<file path="config.mk">
export PLATFORM = sky130hd
export DESIGN_NAME = core_launcher
export DESIGN_NICKNAME = d
export VERILOG_FILES = /design/src/rtl/core_launcher.sv
export SDC_FILE = /design/constraint.sdc
export NUM_CORES = 1
export LEC_CHECK = 0
export CORE_MARGIN = 2
export CORE_UTILIZATION = 50
export DETAILED_ROUTE_END_ITERATION = 12
export PLACE_DENSITY = 0.82
export SETUP_SLACK_MARGIN = 0.05
export SKIP_LAST_GASP = 1
export SLEW_MARGIN = 20
export SYNTH_ARGS = -nofsm -noshare
export SYNTH_HDL_FRONTEND = slang
export SYNTH_SLANG_ARGS = --single-unit
</file>
<file path="constraint.sdc">
create_clock -name Clk -period 3.1 [get_ports Clk]
set_clock_uncertainty 0.2 [all_clocks]
set_input_delay 0.465 -clock Clk [delete_from_list [all_inputs] [get_ports Clk]]
set_output_delay 0.465 -clock Clk [all_outputs]
set_load 0.03 [all_outputs]
</file>
<file path="src/rtl/core_launcher.sv">
// rtl/core_launcher.sv - host-side initiator: preload register file, Start/Ack with timeout, stream dump
module core_launcher #(
    parameter int NUM_REGS = 16,
    parameter int ADDR_W   = 4,
    parameter int DATA_W   = 8,
    parameter int TIMEOUT  = 1023,
    parameter int TO_W     = 10
) (
    input  logic              Clk,
    input  logic              Reset,
    input  logic              Go,
    input  logic [DATA_W-1:0] InitVal,
    output logic              Busy,
    output logic              Done,
    output logic              TimedOut,
    output logic              RfWe,
    output logic [ADDR_W-1:0] RfAddr,
    output logic [DATA_W-1:0] RfWrData,
    input  logic [DATA_W-1:0] RfRdData,
    output logic              Start,
    input  logic              Ack,
    output logic              DumpValid,
    output logic [ADDR_W-1:0] DumpAddr,
    output logic [DATA_W-1:0] DumpData,
    input  logic              DumpReady
);

    typedef enum logic [2:0] {
        S_IDLE, S_INIT, S_START, S_WAIT, S_DUMP, S_DONE
    } state_t;

    localparam logic [ADDR_W-1:0] LAST_IDX = ADDR_W'(NUM_REGS - 1);
    localparam logic [TO_W-1:0]   LAST_CNT = TO_W'(TIMEOUT - 1);

    state_t            state;
    logic [ADDR_W-1:0] idx;
    logic [TO_W-1:0]   cnt;
    logic [DATA_W-1:0] seed;
    logic              timed_out;

    always_ff @(posedge Clk or negedge Reset) begin
        if (!Reset) begin
            state     <= S_IDLE;
            idx       <= '0;
            cnt       <= '0;
            seed      <= '0;
            timed_out <= 1'b0;
        end else begin
            case (state)
                S_IDLE: begin
                    if (Go) begin
                        seed      <= InitVal;
                        timed_out <= 1'b0;
                        idx       <= '0;
                        state     <= S_INIT;
                    end
                end
                S_INIT: begin
                    if (idx == LAST_IDX) begin
                        idx   <= '0;
                        state <= S_START;
                    end else begin
                        idx <= idx + 1'b1;
                    end
                end
                S_START: begin
                    cnt   <= '0;
                    state <= S_WAIT;
                end
                S_WAIT: begin
                    // Ack wins over an expiry landing in the same cycle
                    if (Ack) begin
                        idx   <= '0;
                        state <= S_DUMP;
                    end else if (cnt == LAST_CNT) begin
                        timed_out <= 1'b1;
                        idx       <= '0;
                        state     <= S_DUMP;
                    end else begin
                        cnt <= cnt + 1'b1;
                    end
                end
                S_DUMP: begin
                    if (DumpReady) begin
                        if (idx == LAST_IDX) begin
                            idx   <= '0;
                            state <= S_DONE;
                        end else begin
                            idx <= idx + 1'b1;
                        end
                    end
                end
                S_DONE:  state <= S_IDLE;
                default: state <= S_IDLE;
            endcase
        end
    end

    // Decoded from the state register only, so async reset clears them at once
    assign Busy      = (state != S_IDLE);
    assign RfWe      = (state == S_INIT);
    assign Start     = (state == S_START);
    assign DumpValid = (state == S_DUMP);
    assign Done      = (state == S_DONE);
    assign TimedOut  = timed_out;
    assign RfAddr    = (RfWe || DumpValid) ? idx : '0;
    assign RfWrData  = RfWe ? seed : '0;
    assign DumpAddr  = DumpValid ? idx : '0;
    assign DumpData  = DumpValid ? RfRdData : '0;

endmodule

</file>
======== Yosys cells after proc, flatten, opt, wreduce, memory -nomap -nowiden ========
Cells that the tools add are included.
storage, ports and cells
  flip-flop bits (word level) ............. 26
  input bits .............................. 21
  output and inout port bits .............. 30
  word-level logic and storage cells ...... 57
operators by class
  $add $sub $neg .......................... 2
  equality and inequality tests ........... 15
  multiplexer cells ....................... 24
  reduce and logical (&&, ||, !) cells .... 11
operators by type and width
  operator                                                          count
  4-bit 2-to-1 mux                                                  7
  10-bit 2-to-1 mux                                                 2
  10-bit one-hot mux with 2 select lines                            1
  3-bit 2-to-1 mux                                                  6
  8-bit 2-to-1 mux                                                  2
  4-bit one-hot mux with 4 select lines                             1
  3-bit one-hot mux with 5 select lines                             1
  10-bit by 1-bit adder with 10-bit output (second input constant)  1
  10-bit == test (second input constant)                            1
  2-bit != test (second input constant)                             4
  4-bit AND reduction                                               2
  3-bit by 2-bit == test with 1-bit output (second input constant)  2
  3-bit == test (second input constant)                             2
  2-bit by 1-bit != test with 1-bit output (second input constant)  3
  5-bit AND reduction                                               1
  4-bit by 1-bit adder with 4-bit output (second input constant)    1
  4-bit == test (second input constant)                             1
  2-bit nonzero test                                                2
  4-bit nonzero test                                                1
  3-bit by 1-bit == test with 1-bit output (second input constant)  1
  3-bit logical NOT                                                 1
  1-bit 2-to-1 mux                                                  3
  3-bit != test (second input constant)                             1
  3-bit AND reduction                                               1
  other kinds (4)                                                   4

======== Depth between registers and ports, before layout ========
  depth after elaboration ................. 4
  depth in mapped cells ................... 6
  mapped depth without buffers ............ 6

======== Least setup slack after synthesis ========
No wires, ideal clock.
  kind .................................... reg2out
  from .................................... register state[0]
  to ...................................... output port RfWrData[0]
  arrival time ............................ 2.059 ns
  required time ........................... 2.435 ns
  path slack .............................. 0.376 ns
  cell stages (with the launch flop) ...... 5
  path buffers ............................ 2
  path through ............................ dfrtp_1 > buf_6 > buf_2 > nor3b_1 > and2_1
between the ends
  word-level cells in the longest chain between the ends .. 2
ends and longest elaborated chain
  item                                      line  RTL
  start, declared                           35    state_t state;
  start signal, assigned                    43    state <= S_IDLE;
  start signal, assigned                    55    state <= S_INIT;
  start signal, assigned                    61    state <= S_START;
  3-bit by 1-bit == test with 1-bit output  101   assign RfWe = (state == S_INIT);
  named net RfWe                            16    output logic RfWe,
  8-bit 2-to-1 mux                          107   assign RfWrData = RfWe ? seed : '0;
  end, declared                             18    output logic [DATA_W-1:0] RfWrData,
The timed path passes the listed nets, and every way through them passes these cells.

======== Worst setup path in the final report ========
  from .................................... register state[0]
  to ...................................... output port DumpAddr[3]
between the ends
  word-level cells in the longest chain between the ends .. 2
ends and longest elaborated chain
  item              line  RTL
  3-bit == test     103   assign DumpValid = (state == S_DUMP);
  4-bit 2-to-1 mux  108   assign DumpAddr = DumpValid ? idx : '0;
  end, declared     23    output logic [ADDR_W-1:0] DumpAddr,
No other way between the ends.

==> results.txt <==
- In this run, the number of DRC markers left after iteration 0 of detailed routing was 37.
* Internal power: 913.3 uW
- Sequential element share of the synthesized area: 39.45%
- Cell type contributing the most total cell area after synthesis: sky130_fd_sc_hd__dfrtp_1
- Leaving out fill and tap cells, the most frequent cell in the layout is sky130_fd_sc_hd__clkdlybuf4s50_1.
- Period utilisation layout: 92.63%
* Highest-count cells in the layout ignoring fill and taps: sky130_fd_sc_hd__clkdlybuf4s50_1 (49), sky130_fd_sc_hd__dfrtp_1 (26), sky130_fd_sc_hd__and2_1 (21)
- For this design the top-level I/O count stands at 51.
- Yosys warns: 0
* Post-Synthesis Net Count: 191
- Class of the most critical setup path: flip-flop to primary output
- Count of flip-flops with a built-in enable after synthesis: 0
* Longest Clk Path Bufs: 2
- Maximum vdd drop: 0.3589 mV
- The run finished with clean final reports.
- Hold buffer count at CTS: 0
- In this run the clock root is driven by a sky130_fd_sc_hd__clkbuf_4.
- Port buffering added 50 buffers.
- After clock tree synthesis, the clock-pin slew on the worst setup and hold paths is 140 ps.
* Placement row count: 20
- At the worst endpoint, the arrival time is 2210 ps.
- For this configuration, the core starts out at a cell density of 53.15%.
- Die span in y: 61.43 um
- Met2 wirelength from detailed routing: 1986 um
- The number of hold violations in the final report was 0.
- Via density: 5.557
- Syn Inst Count: 167
* Area Overhead vs Synth: 35.58%
- The number of global-route vias before repair came to 1438.
- For this run, the total global-route usage over all layers was measured as 22.91%.
* Top achievable clock speed: 348.3 MHz
- The critical path goes through buf_4, nor3b_1, buf_4, and2_1, clkdlybuf4s50_1.
- CP startpoint kind: flip-flop
- In the final layout, the share of cells above drive strength 1 is 14.09%.
- Setup fix buffers added after clock tree synthesis: 0
* Distinct cell type count after synthesis: 49
* Number of setup violations in the final report: 0
- Max Transition Viols Final: 0
* Critical-path maximum fanout: 14
* Met3 layer wire length in the routed design: 174 um
- The floorplan step defined a core boundary enclosing 3103 um^2.
* CTS tree: yes
- Unrepaired setup endpoints after global routing: false
- Top Family by Delay on Critical Path: buffers and inverters
* Sequential group share of total power: 32.6%
* Final Critical Period: 2871 ps
- The tree built by TritonCTS fans out to 26 sinks.
* Net total in the final layout: 246
* Post-synthesis instance area: 1649 um^2
* Worst-skew pair later-pin latency: 310 ps
- For this design the ratio of total power to cell area is 729.4 nW/um^2.
- The initial antenna violation count came to 0.
- Cells fill 72.06% of the core in the end.
- The top cell type by area accounts for 39.45% of the synthesized area.
- Top sig layer: met4
- The analysis attributes to cell leakage a power of 0.0009161 uW.
* Number of maximum-capacitance constraint violations: 0
- Routed vias: 1467
* Final-layout fill cell count: 246
- For this run, the leading register cell type out of synthesis is sky130_fd_sc_hd__dfrtp_1.
* HP Class: primary input to async pin
* Die outline area: 3774 um^2
- Fraction of power consumed by combinational cells: 58.6%
- Once routing completed, OpenROAD measured the worst setup slack at 228.6 ps.
- The number of buffers and inverters on the critical path is 3.
- The wire-length estimate of the detail-placed layout is 2912 um.
- Clock power frac: 8.8%
- The largest individual stage delay along the critical path comes from the cell sky130_fd_sc_hd__clkdlybuf4s50_1.
- Measured against its own limit, the worst slew margin works out to 45.17%.
- Counting flops and latches in the post-synthesis netlist gives 26.
- Post-synthesis average cell area: 9.875 um^2
* Clock buffer count from CTS: 3
- The first global-routing pass estimated 6396 um of wire.
- Critical path's most frequent cell: sky130_fd_sc_hd__buf_4
- Sw frac: 43.99%
- After synthesis, the cell types taking the most area are sky130_fd_sc_hd__dfrtp_1 (39%), sky130_fd_sc_hd__and2_1 (8.0%), sky130_fd_sc_hd__mux2_2 (5.5%).
- Worst slew pin tran: 814.9 ps
- The first detailed-routing pass ran for 4 iterations.
* Kind of end point of the critical path: primary output
- Global routing finished with a remaining overflow of 0.
* Final antenna-violating net count: 0
* Critical path data required time: 2430 ps
- Dividing the detail-routed wire length by the instance count gives 14.73 um.
* Reported net switching power: 717.4 uW
- CTS built an H-tree with a depth of 1.
* Detailed-route wire length on metal 1: 1708 um
- Die Wd: 61.43 um
- Final sum of negative setup slack: 0 ps
- Detailed-route DRC error count: 0
- Entering global routing, the biggest net connects 27 pins.
* Setup slack at placement: 431.7 ps
* Delay of the slowest cell on the worst path: 670 ps
* Post_cts resized: 0
- Total routed wirelength: 3888 um
- Post-synth ARST share: 100.0%
- Routability-driven placement finished with a final weighted congestion of 0.7881.
- Final antenna diode count: 0
[per-stage QoR]
| step | std cells | total power (uW) | hold WS [ps] | cell area (um^2) |
|---|---|---|---|---|
| 6_report | 264 | 1631 | 296.9 | 2236 |
| 3_5_place_dp | 261 | 1483 | 291.9 | 2203 |
| 4_1_cts | 264 | 1625 | 312.6 | 2226 |
| 5_1_grt | 264 | 1744 | 313.1 | 2236 |
| 3_3_place_gp | 261 | 1447 | 279.8 | 2203 |
| 2_1_floorplan | 167 | 1178 | -30.59 | 1649 |
[sequential cells by signal, summed over array words and instances, names as in the netlist]
signal	count
seed	8
idx	4
state	3
cnt	10
TimedOut	1
[layer usage]
layer	vias up	GRT usage, %
met5	-	0
met1	689	30.50
met4	0	7.295
li1	725	-
met3	2	4.412
met2	51	37.84
[kinds of logic after synthesis]
family | after synthesis | share of synthesized area (%)
buffers and inverters | 16 | 5.083
AOI/OAI and AO/OA | 30 | 13.13
xor gates and xnor gates | 2 | 1.062
DFF | 26 | 39.45
and+or+nand+nor | 80 | 32.32
adders and majority gates | 3 | 2.276
muxes | 10 | 6.677
[final cells by class]
cell class / count / area (um^2) / area share [%]
inverters: 10 / 37.54 / 1.679
well taps: 44 / 55.05 / 2.462
clock buffers: 3 / 22.52 / 1.007
multi-input cells: 125 / 922.1 / 41.24
repair buffers: 56 / 548.0 / 24.51
flip-flops and latches: 26 / 650.6 / 29.10
[Yosys cell counts, types with 3 or more instances]
cell type                  n
sky130_fd_sc_hd__nand2_1   9
sky130_fd_sc_hd__nand3_1   4
sky130_fd_sc_hd__and3_1    3
sky130_fd_sc_hd__a21oi_1   5
sky130_fd_sc_hd__ha_1      3
sky130_fd_sc_hd__dfrtp_1  26
sky130_fd_sc_hd__o21ai_0   5
sky130_fd_sc_hd__or4_1     6
sky130_fd_sc_hd__nor3_1    6
sky130_fd_sc_hd__nor2_1    3
sky130_fd_sc_hd__nor4_1    3
sky130_fd_sc_hd__nand4_1   4
sky130_fd_sc_hd__buf_6     3
sky130_fd_sc_hd__o31ai_1   5
sky130_fd_sc_hd__inv_1    10
sky130_fd_sc_hd__mux2_2    8
sky130_fd_sc_hd__and2_1   21
[final timing paths]
path / start / to / slack, ps / cells after the start
worst min register to register: seed[2] / seed[2] / 320 / 1
min in group Clk: seed[2] / seed[2] / 320 / 1
worst max-delay path: state[0] / DumpAddr[3] / 230 / 5
worst max register to register: state[2] / cnt[4] / 940 / 4
max in group asynchronous: Reset / cnt[6] / 2150 / 2
worst min-delay path: Reset / cnt[5] / 300 / 2
[power by group through the flow]
stage | combinational (uW) | sequential [uW] | clock, uW
after floorplan | 666 | 513 | 0
after global placement | 920 | 526 | 0
after detailed placement | 947 | 536 | 0
after CTS | 953 | 529 | 143
after global routing | 1030 | 550 | 164
final | 956 | 532 | 143
No activity file was read; power rests on OpenSTA's default activity.
